[config.mk]
export PLATFORM = sky130hd
export DESIGN_NAME = hdmi_cfg_sequencer_flat
export DESIGN_NICKNAME = d
export VERILOG_FILES = /design/src/rtl/hdmi_cfg_pkg.sv /design/src/rtl/hdmi_cfg_sequencer_if.sv /design/src/rtl/hdmi_cfg_rom.sv /design/src/rtl/hdmi_cfg_sequencer.sv /design/src/flat_wrapper.sv
export SDC_FILE = /design/constraint.sdc
export NUM_CORES = 1
export LEC_CHECK = 0
export CORE_UTILIZATION = 50
export DETAILED_ROUTE_END_ITERATION = 8
export GPL_TIMING_DRIVEN = 0
export PLACE_DENSITY = 0.74
export REMOVE_ABC_BUFFERS = 1
export SYNTH_ARGS = -nofsm -noshare
export SYNTH_HDL_FRONTEND = slang
export SYNTH_SLANG_ARGS = --single-unit
[constraint.sdc]
create_clock -name clk -period 2.61 [get_ports clk]
set_input_delay 0.783 -clock clk [delete_from_list [all_inputs] [get_ports clk]]
set_output_delay 0.783 -clock clk [all_outputs]
set_load 0.01 [all_outputs]
[src/rtl/hdmi_cfg_pkg.sv]
// Shared types and constants for the HDMI transmitter
// power-up configuration sequencer.
package hdmi_cfg_pkg;

  localparam int REG_W = 8;
  localparam int DAT_W = 8;

  localparam logic [6:0] DEV_ADDR_DEF = 7'h39;

  typedef enum logic [2:0] {
    ST_IDLE,
    ST_PWR_WAIT,
    ST_ISSUE,
    ST_WAIT_HI,
    ST_WAIT_LO,
    ST_NEXT,
    ST_DONE,
    ST_FAIL
  } cfg_state_e;

  typedef struct packed {
    logic [REG_W-1:0] reg_a;
    logic [DAT_W-1:0] data;
  } cfg_entry_t;

endpackage

[src/rtl/hdmi_cfg_sequencer_if.sv]
// Control and i2c-engine request bundle between the
// sequencer and its surroundings.
interface hdmi_cfg_sequencer_if;
  import hdmi_cfg_pkg::*;

  logic             cfg_start;
  logic             i2c_start;
  logic [6:0]       i2c_dev_addr;
  logic [REG_W-1:0] i2c_reg_addr;
  logic [DAT_W-1:0] i2c_wr_data;
  logic             i2c_busy;
  logic             i2c_ack_err;
  logic             cfg_active;
  logic             cfg_done;
  logic             cfg_error;
  logic [7:0]       err_index;

  modport master (
    input  cfg_start,
    input  i2c_busy,
    input  i2c_ack_err,
    output i2c_start,
    output i2c_dev_addr,
    output i2c_reg_addr,
    output i2c_wr_data,
    output cfg_active,
    output cfg_done,
    output cfg_error,
    output err_index
  );

  modport slave (
    output cfg_start,
    output i2c_busy,
    output i2c_ack_err,
    input  i2c_start,
    input  i2c_dev_addr,
    input  i2c_reg_addr,
    input  i2c_wr_data,
    input  cfg_active,
    input  cfg_done,
    input  cfg_error,
    input  err_index
  );

endinterface

[src/rtl/hdmi_cfg_rom.sv]
// Transmitter power-up register table, idx -> {reg, data}.
// Indices at or beyond NUM_REGS read as zero.
module hdmi_cfg_rom
  import hdmi_cfg_pkg::*;
#(
  parameter int NUM_REGS = 16
) (
  input  logic [7:0] idx_i,
  output cfg_entry_t entry_o
);

  cfg_entry_t raw;

  always_comb begin
    raw = '0;
    case (idx_i)
      8'd0:    raw = {8'h41, 8'h10};
      8'd1:    raw = {8'h98, 8'h03};
      8'd2:    raw = {8'h9A, 8'hE0};
      8'd3:    raw = {8'h9C, 8'h30};
      8'd4:    raw = {8'h9D, 8'h61};
      8'd5:    raw = {8'hA2, 8'hA4};
      8'd6:    raw = {8'hA3, 8'hA4};
      8'd7:    raw = {8'hE0, 8'hD0};
      8'd8:    raw = {8'hF9, 8'h00};
      8'd9:    raw = {8'h15, 8'h00};
      8'd10:   raw = {8'h16, 8'h30};
      8'd11:   raw = {8'h18, 8'h46};
      8'd12:   raw = {8'hAF, 8'h04};
      8'd13:   raw = {8'h40, 8'h80};
      8'd14:   raw = {8'hD6, 8'hC0};
      8'd15:   raw = {8'h55, 8'h00};
      default: raw = '0;
    endcase
    entry_o = (32'(idx_i) < NUM_REGS) ? raw : '0;
  end

endmodule

[src/rtl/hdmi_cfg_sequencer.sv]
// Walks the power-up table issuing one i2c write per entry,
// with bounded retry on NACK or handshake timeout.
module hdmi_cfg_sequencer
  import hdmi_cfg_pkg::*;
#(
  parameter int          NUM_REGS     = 16,
  parameter logic [6:0]  DEV_ADDR     = DEV_ADDR_DEF,
  parameter logic [15:0] PWR_WAIT     = 16'd200,
  parameter int          RETRY_MAX    = 3,
  parameter logic [15:0] BUSY_TIMEOUT = 16'd4000
) (
  input logic clk,
  input logic rst_n,
  hdmi_cfg_sequencer_if.master bus
);

  cfg_state_e  state_q, state_d;
  logic [7:0]  idx_q, idx_d;
  logic [2:0]  retry_q, retry_d;
  logic [15:0] timer_q, timer_d;

  cfg_entry_t entry;
  logic       last_idx;
  logic       pwr_exp;
  logic       bus_exp;
  logic       can_retry;
  logic       retry_req;
  logic       xfer;

  hdmi_cfg_rom #(
    .NUM_REGS (NUM_REGS)
  ) u_rom (
    .idx_i   (idx_q),
    .entry_o (entry)
  );

  assign last_idx  = (32'(idx_q) == NUM_REGS - 1);
  assign pwr_exp   = ({1'b0, timer_q} + 17'd1) >= {1'b0, PWR_WAIT};
  assign bus_exp   = ({1'b0, timer_q} + 17'd1) >= {1'b0, BUSY_TIMEOUT};
  assign can_retry = (32'(retry_q) < RETRY_MAX);

  always_ff @(posedge clk or negedge rst_n) begin
    if (!rst_n) begin
      state_q <= ST_IDLE;
      idx_q   <= '0;
      retry_q <= '0;
      timer_q <= '0;
    end else begin
      state_q <= state_d;
      idx_q   <= idx_d;
      retry_q <= retry_d;
      timer_q <= timer_d;
    end
  end

  always_comb begin
    state_d   = state_q;
    idx_d     = idx_q;
    retry_d   = retry_q;
    timer_d   = timer_q;
    retry_req = 1'b0;
    unique case (state_q)
      ST_IDLE, ST_DONE, ST_FAIL: begin
        if (bus.cfg_start) begin
          state_d = ST_PWR_WAIT;
          idx_d   = '0;
          retry_d = '0;
          timer_d = '0;
        end
      end
      ST_PWR_WAIT: begin
        if (pwr_exp) state_d = ST_ISSUE;
        else timer_d = timer_q + 16'd1;
      end
      ST_ISSUE: begin
        state_d = ST_WAIT_HI;
        timer_d = '0;
      end
      ST_WAIT_HI: begin
        if (bus.i2c_busy) begin
          state_d = ST_WAIT_LO;
          timer_d = '0;
        end else if (bus_exp) begin
          retry_req = 1'b1;
        end else begin
          timer_d = timer_q + 16'd1;
        end
      end
      ST_WAIT_LO: begin
        if (!bus.i2c_busy) begin
          if (bus.i2c_ack_err) retry_req = 1'b1;
          else state_d = ST_NEXT;
        end else if (bus_exp) begin
          retry_req = 1'b1;
        end else begin
          timer_d = timer_q + 16'd1;
        end
      end
      ST_NEXT: begin
        retry_d = '0;
        if (last_idx) begin
          state_d = ST_DONE;
        end else begin
          idx_d   = idx_q + 8'd1;
          state_d = ST_ISSUE;
        end
      end
      default: state_d = ST_IDLE;
    endcase
    // Retry re-issues the same idx; exhaustion parks in FAIL holding idx.
    if (retry_req) begin
      if (can_retry) begin
        retry_d = retry_q + 3'd1;
        state_d = ST_ISSUE;
      end else begin
        state_d = ST_FAIL;
      end
    end
  end

  assign xfer = (state_q == ST_ISSUE) ||
                (state_q == ST_WAIT_HI) ||
                (state_q == ST_WAIT_LO);

  assign bus.i2c_start    = (state_q == ST_ISSUE);
  assign bus.i2c_dev_addr = DEV_ADDR;
  assign bus.i2c_reg_addr = xfer ? entry.reg_a : '0;
  assign bus.i2c_wr_data  = xfer ? entry.data : '0;
  assign bus.cfg_active   = (state_q != ST_IDLE) &&
                            (state_q != ST_DONE) &&
                            (state_q != ST_FAIL);
  assign bus.cfg_done     = (state_q == ST_DONE);
  assign bus.cfg_error    = (state_q == ST_FAIL);
  assign bus.err_index    = (state_q == ST_FAIL) ? idx_q : '0;

endmodule

[src/flat_wrapper.sv]
// flat-port wrapper written by rule: the top's interface ports become plain ports
module hdmi_cfg_sequencer_flat import hdmi_cfg_pkg::*;
#(
  parameter int          NUM_REGS     = 16,
  parameter logic [6:0]  DEV_ADDR     = DEV_ADDR_DEF,
  parameter logic [15:0] PWR_WAIT     = 16'd200,
  parameter int          RETRY_MAX    = 3,
  parameter logic [15:0] BUSY_TIMEOUT = 16'd4000
)
  (clk, rst_n, bus_cfg_start, bus_i2c_busy, bus_i2c_ack_err, bus_i2c_start, bus_i2c_dev_addr, bus_i2c_reg_addr, bus_i2c_wr_data, bus_cfg_active, bus_cfg_done, bus_cfg_error, bus_err_index);
  hdmi_cfg_sequencer_if bus_i ();
  input logic clk;
  input logic rst_n;
  input wire logic [$bits(bus_i.cfg_start)-1:0] bus_cfg_start;
  input wire logic [$bits(bus_i.i2c_busy)-1:0] bus_i2c_busy;
  input wire logic [$bits(bus_i.i2c_ack_err)-1:0] bus_i2c_ack_err;
  output wire logic [$bits(bus_i.i2c_start)-1:0] bus_i2c_start;
  output wire logic [$bits(bus_i.i2c_dev_addr)-1:0] bus_i2c_dev_addr;
  output wire logic [$bits(bus_i.i2c_reg_addr)-1:0] bus_i2c_reg_addr;
  output wire logic [$bits(bus_i.i2c_wr_data)-1:0] bus_i2c_wr_data;
  output wire logic [$bits(bus_i.cfg_active)-1:0] bus_cfg_active;
  output wire logic [$bits(bus_i.cfg_done)-1:0] bus_cfg_done;
  output wire logic [$bits(bus_i.cfg_error)-1:0] bus_cfg_error;
  output wire logic [$bits(bus_i.err_index)-1:0] bus_err_index;
  assign bus_i.cfg_start = bus_cfg_start;
  assign bus_i.i2c_busy = bus_i2c_busy;
  assign bus_i.i2c_ack_err = bus_i2c_ack_err;
  assign bus_i2c_start = bus_i.i2c_start;
  assign bus_i2c_dev_addr = bus_i.i2c_dev_addr;
  assign bus_i2c_reg_addr = bus_i.i2c_reg_addr;
  assign bus_i2c_wr_data = bus_i.i2c_wr_data;
  assign bus_cfg_active = bus_i.cfg_active;
  assign bus_cfg_done = bus_i.cfg_done;
  assign bus_cfg_error = bus_i.cfg_error;
  assign bus_err_index = bus_i.err_index;
  hdmi_cfg_sequencer #(.NUM_REGS(NUM_REGS), .DEV_ADDR(DEV_ADDR), .PWR_WAIT(PWR_WAIT), .RETRY_MAX(RETRY_MAX), .BUSY_TIMEOUT(BUSY_TIMEOUT)) u_core (.clk(clk), .rst_n(rst_n), .bus(bus_i));
endmodule
==> Word-level counts from Yosys, hierarchy flattened <==
Memory sizes are Yosys's and may differ from the RTL's.
Cells that the tools add are included.
{ "word_totals": {"ff_bits": 30, "mem_bits_ro": 240, "in_bits": 5, "output_inout_bits": 35, "wordCells": 77, "memories": 1} }
{ "memory_table": {"columns": ["memory", "depth", "width", "rd", "rd_ports_with_merged_regs", "write_ports", "line", "text"], "rows": [
  ["(no name shown)", 16, 15, 1, 0, 0, "hdmi_cfg_rom.sv:16", "case (idx_i)"]
]} }
{ "op_classes": {"addsub": 4, "n_lt_le_gt_ge": 4, "eq_ne": 19, "muxes": 32, "reduce_logical": 13} }
{ "op_table": {"columns": ["op", "n"], "rows": [
  ["2-to-1 mux 16 bit", 7],
  ["one-hot mux 16 bit (5 select lines)", 1],
  ["2-to-1 mux 8 bit", 5],
  ["2-to-1 mux 3 bit", 11],
  ["one-hot mux 3 bit (6 select lines)", 1],
  ["adder 16 x 1 -> 17 bit (second input constant)", 1],
  ["greater-or-equal comparator 17 x 12 -> 1 bit (second input constant)", 1],
  ["greater-or-equal comparator 17 x 8 -> 1 bit (second input constant)", 1],
  ["adder 16 x 1 -> 16 bit (second input constant)", 1],
  ["one-hot mux 8 bit (2 select lines)", 1],
  ["equality test 3 bit (second input constant)", 4],
  ["inequality test 3 x 2 -> 1 bit (second input constant)", 4],
  ["adder 8 x 1 -> 8 bit (second input constant)", 1],
  ["equality test 8 x 4 -> 1 bit (second input constant)", 1],
  ["< comparator 8 x 5 -> 1 bit (second input constant)", 1],
  ["inequality test 2 bit (second input constant)", 4],
  ["equality test 3 x 2 -> 1 bit (second input constant)", 2],
  ["inequality test 3 bit (second input constant)", 2],
  ["one-hot mux 3 bit (2 select lines)", 1],
  ["AND reduction 5 bit", 1],
  ["nonzero test 5 bit", 1],
  ["logical NOT 4 bit", 1],
  ["2-to-1 mux 1 bit", 4],
  ["AND reduction 4 bit", 1],
  ["other kinds (12)", 14]
]} }

==> Depth between registers and ports, before layout <==
{ "depth": {"ltp_word": 7, "mapped_depth": 12, "ltp_nobuf": 9} }

==> Cells and area by module <==
From an unflattened synthesis, not the netlist that was laid out.
{ "hier_totals": {"hier_cells": 357, "area_unflattened_um2": 2797.7} }
{ "by_module_without_submodules": {"columns": ["mod", "instances", "cells_each", "area_per_inst_um2", "seq_area_each_um2"], "rows": [
  ["hdmi_cfg_sequencer", 1, 287, 2309.7, 750.7],
  ["hdmi_cfg_rom", 1, 70, 488.0, 0.0]
]} }

==> Worst setup path after synthesis <==
Ideal clock, no wire load.
{ "synth_path": {"path_type": "register to register", "start": "register u_core.timer_q[0]", "end": "register u_core.timer_q[9]", "setup_ns": 0.126, "arrival_time_ns": 2.398, "required_ns": 2.484, "setup_slack_ns": 0.086, "path_stages_with_launch": 11, "n_path_buf": 2, "period_less_slack_ns": 2.524, "path_cell_list": "dfrtp_1 -> ha_1 -> clkbuf_1 -> and2_2 -> buf_2 -> a41oi_1 -> a21oi_2 -> nor4_4 -> nand3_1 -> o2bb2ai_2 -> a221o_1"} }
{ "synth_via": {"elab_chain_cells": 5, "word_cells_on_any_way": 11, "cone_classes": "2 x add/sub; 2 x order compare; 1 x eq/ne; 5 x mux; 1 x reduce/logical"} }
{ "synth_lines": {"columns": ["item", "line", "text"], "rows": [
  ["from (decl)", "hdmi_cfg_sequencer.sv:20", "logic [15:0] timer_q, timer_d;"],
  ["from (signal assigned)", "hdmi_cfg_sequencer.sv:52", "timer_q <= timer_d;"],
  ["adder 16 x 1 -> 17 bit", "hdmi_cfg_sequencer.sv:38, hdmi_cfg_sequencer.sv:39", null],
  ["greater-or-equal comparator 17 x 12 -> 1 bit", "hdmi_cfg_sequencer.sv:39", "assign bus_exp = ({1'b0, timer_q} + 17'd1) >= {1'b0, BUSY_TIMEOUT};"],
  ["2-to-1 mux 16 bit", "hdmi_cfg_sequencer.sv:83, hdmi_cfg_sequencer.sv:93", null],
  ["2-to-1 mux 16 bit, on equally long branches", "hdmi_cfg_sequencer.sv:90, hdmi_cfg_sequencer.sv:80", null],
  ["one-hot mux 16 bit (5 select lines)", "hdmi_cfg_sequencer.sv:62", "unique case (state_q)"]
]} }
Several ways; a longest one is shown, not always the timed one. The select of a mux whose other input is x is not followed.
A chain may end at the register's enable or synchronous reset.

==> Worst setup path after layout <==
{ "layout_path": {"start": "register u_core.idx_q[0]", "end": "output bus_i2c_reg_addr[2]"} }
{ "layout_via": {"elab_chain_cells": 4, "word_cells_on_any_way": 5, "cone_classes": "1 x order compare; 3 x mux; 1 x memory"} }
{ "layout_lines": {"columns": ["item", "line", "text"], "rows": [
  ["from (decl)", "hdmi_cfg_sequencer.sv:18", "logic [7:0] idx_q, idx_d;"],
  ["from (signal assigned)", "hdmi_cfg_sequencer.sv:50", "idx_q <= idx_d;"],
  ["memory (16 x 15 bit)", null, null],
  ["2-to-1 mux 16 bit", "hdmi_cfg_rom.sv:16", null],
  ["2-to-1 mux 16 bit (*)", "hdmi_cfg_rom.sv:35", "entry_o = (32'(idx_i) < NUM_REGS) ? raw : '0;"],
  ["2-to-1 mux 8 bit (*)", "hdmi_cfg_sequencer.sv:127", "assign bus.i2c_reg_addr = xfer ? entry.reg_a : '0;"],
  ["to (decl)", "flat_wrapper.sv:19", "output wire logic [$bits(bus_i.i2c_reg_addr)-1:0] bus_i2c_reg_addr;"]
]} }
Every way passes the cells marked *; elsewhere a longest branch is shown, timed or not.

==> parameters.txt <==
Parameter                              Value

Worst setup path
  Maximum cell stage delay along the critical path ... 0.41 ns
  Required time of the critical path ... 1.83 ns
  Critical-path cell with the highest stage delay ... sky130_fd_sc_hd__dfrtp_2
  Critical Path, Cell by Cell ... inv_2 -> ha_4 -> nor2_1 -> a21o_1 -> a211oi_2 -> clkdlybuf4s15_2
  CP startpoint ... u_core.idx_q[0]
  Element type at the critical path start ... flip-flop
  FF-to-FF Start ... u_core.timer_q[1]
  Logic depth of the worst register-to-register path ... 9
  Worst setup path class ... flip-flop to output pin
  Critical Path End Type ... output pin
  Maximum fanout count along the critical path ... 7
  Arrival time worst endpoint ... 1.82 ns

Place
  I/O Buffers ... 31
  Half-perimeter wire length after detailed placement ... 4.26 mm
  Pre-CTS setup slack ... -0.637 ns
  Number of cells in the design after placement ... 407
  Routability cong. ... 0.866

Synthesis
  Yosys Warn Count ... 0
  Number of enable-type register cells in the synthesized netlist ... 0
  Area fraction in compound gates after synthesis ... 23.7%
  Mean Syn Cell Area ... 8.00 um^2
  Arithmetic-cell share of the synthesized area counting full adders, half adders and majority gates ... 6.13%
  Register bit count reported by yosys ... 30
  Dominant combinational cell family by area after synthesis ... simple AND/OR/NAND/NOR gates
  Most instantiated flip-flop cell in the synthesis netlist ... sky130_fd_sc_hd__dfrtp_1
  Cell Area, Synth ... 2660 um^2
  Post-synthesis sequential area ratio ... 28.3%
  Synth Area in Simple Gates ... 26.9%
  Cell count after synthesis ... 332
  Count of cell types in the netlist ... 64
  Mux contribution to synthesized area ... 4.29%
  Post-synthesis share of cell area spent on xor and xnor gates ... 2.31%
  Asr flop ratio synth ... 100%

STA
  Slew Limit Fails ... 0
  Finish-stage setup viols ... 0
  Worst path setup slack after routing ... 0.00420 ns
  Worst Tran Pin Value ... 0.693 ns
  Headroom to the max-slew limit ... 53.8%
  Endpoints failing hold ... 0
  Minimum period implied by the final worst setup slack ... 2.61 ns
  Upper clock frequency limit ... 384 MHz
  RSZ-0062 raised after global routing ... yes
  Layout Skew ... 0.0101 ns
  Final Cycle Share ... 99.8%

Finish
  Highest-count cells in the layout ignoring fill and taps ... 31 x sky130_fd_sc_hd__nor2_1, 31 x sky130_fd_sc_hd__nand2_1, 26 x sky130_fd_sc_hd__a21oi_1
  Number of antenna cells inserted ... 0
  Net count of the finished layout ... 387
  Layout area overhead ... 26.4%
  Final instance count without filler cells ... 440
  Util after Layout ... 65.7%
  Proportion of layout cells with a drive suffix above 1 ... 25.7%

Routing
  Post-detailed-route count of antenna-violating nets ... 0
  DRC violation total after the first TritonRoute iteration ... 113
  Vias per Instance ... 5.85
  Sum of routed wire length over all layers ... 6.90 mm
  Number of search-and-repair iterations in the first detailed-routing pass ... 4
  Residual DRC count ... 0
  Detailed-route wire length per cell ... 15.7 um
  Total via count after detailed routing ... 2573

Power and ir drop
  Max IR drop VDD ... 811 uV
  Leakage ... 1.38 nW
  Power Dens Cells ... 872 nW/um^2

Clock network
  TritonCTS clock tree ... yes
  CTS Root Cell ... sky130_fd_sc_hd__clkbuf_8
  Clock buffers created by TritonCTS ... 5
  Count of hold-fix buffers inserted at cts ... 0
  Worst-path clk slew ... 0.07 ns
  Worst skew pair latency ... 0.29 ns
  CTS H-tree depth ... 2
  CTS sink count ... 30
  Maximum buffer depth of the clock tree ... 2

Flow run
  Number of maximum-capacitance violations ... 0

Die
  Site row count ... 26
  Die width ... 74.9 um
  Starting Density ... 52.0%
  Total core area ... 5110 um^2
  Die area ... 5610 um^2
  Die height ... 74.9 um
  I/O pin total ... 40

GRT
  Via count of the first global-routing pass ... 2290
  Global-route congestion overflow total ... 0
  First-pass GRT wire length ... 11.0 mm
  Maximum number of pins on one net before global-route repair ... 32
  Initial antenna violation count ... 0
  GR Util All Layers ... 25.6%

Hold path
  Startpoint of the lowest-slack hold path ... u_core.retry_q[0]
  Hold-critical path depth ... 1
  Type of the tightest min-delay check ... flip-flop to flip-flop

Run status
  Result of the run ... completed
[where the power goes]
part           leakage, nW  switching, mW  internal (mW)
clock               0.0714          0.192          0.407
combinational        0.921          0.937          0.715
sequential           0.388          0.130          0.546
total                 1.38           1.26           1.67
[worst paths after layout]
| path | to | slack [ns] |
|---|---|---|
| max in group asynchronous | u_core.idx_q[5] | 1.59 |
| hold / removal | u_core.retry_q[0] | 0.52 |
| setup reg to reg | u_core.timer_q[9] | 0.07 |
| hold reg to reg | u_core.retry_q[0] | 0.52 |
| min in group asynchronous | u_core.timer_q[15] | 0.54 |
| setup / recovery | bus_i2c_reg_addr[2] | 0.004 |
[per-stage QoR]
stage / total power [mW] / instance area, um^2 / hold WS (ns) / TNS, ns
detailed placement: 2.02 / 2890 / 0.492 / -11.04
finish: 2.93 / 3360 / 0.521 / 0
global placement: 1.99 / 2890 / 0.491 / -10.42
CTS: 2.78 / 3250 / 0.517 / 0
floorplan: 1.56 / 2490 / 0.471 / 0
global route: 3.15 / 3360 / 0.531 / -0.224
[routing by layer]
layer  vias to the layer above  GRT usage (%)  part of all wire, %  routed length [um]
met3                        11           4.42                  5.1                 351
met5                         -              0                    0                   0
met4                         0           7.76                  1.4                  95
met2                        86           42.7                   49                3350
li1                       1265              -                    -                   -
met1                      1211           34.0                   45                3100
[worst max-delay path, delay by kind of cell, from the launching register on]
family	cells	cell delay (ns)
AOI/OAI and AO/OA	2	0.43
DFF	1	0.41
buffers and inverters	2	0.32
and+or+nand+nor	1	0.07
adders and majority gates	1	0.31
[Yosys cell counts (all sizes together) (3+ instances only)]
| library cell | number | area [um^2] |
|---|---|---|
| nand2 | 33 | 124 |
| a211oi | 7 | 52.6 |
| o22ai | 4 | 25.0 |
| clkbuf | 14 | 53.8 |
| o31ai | 4 | 30.0 |
| o21ai | 13 | 65.1 |
| mux2i | 8 | 80.1 |
| and2 | 8 | 52.6 |
| and3 | 4 | 30.0 |
| a221o | 3 | 31.3 |
| buf | 18 | 129 |
| a21o | 4 | 30.0 |
| mux2 | 3 | 33.8 |
| nand4 | 5 | 37.5 |
| a21oi | 27 | 139 |
| a31oi | 8 | 50.1 |
| nor3 | 13 | 65.1 |
| dfrtp | 30 | 751 |
| nand3 | 20 | 100 |
| nor4 | 3 | 33.8 |
| nor2b | 8 | 50.1 |
| xnor2 | 5 | 43.8 |
| inv | 9 | 33.8 |
| ha | 13 | 163 |
| nor2 | 32 | 120 |
[cells by family (layout without fill, tap and decap cells)]
logic type / Yosys count / after routing
AOI/OAI and AO/OA: 91 / 92
other: 2 / 8
buffers and inverters: 41 / 72
muxes: 11 / 11
xor gates and xnor gates: 7 / 7
and+or+nand+nor: 137 / 137
adders and majority gates: 13 / 13
DFF: 30 / 30
[registers in the layout, summed over array words and instances, names as in the netlist]
name            cells
u_core.retry_q      3
u_core.state_q      3
u_core.timer_q     16
u_core.idx_q        8
[layout make-up]
cell class / instances / area [um^2]
Multi-Input combinational cell: 268 / 1860
Fill cell: 431 / 1750
Sequential cell: 30 / 769
Timing Repair Buffer: 55 / 450
Tap cell: 70 / 87.6
Clock buffer: 6 / 82.6
Clock inverter: 2 / 60.1
Inverter: 9 / 41.3
[repair_timing]
action                                  4_1_cts  5_1_grt
setup buffers                                18        6
gates cloned                                  1        0
pin swaps                                     3        2
endpoints found under the setup margin       40       33
hold endpoints to repair                      0        0
resized for setup                            57       29
Note: power is estimated with default switching activity, not from simulation.
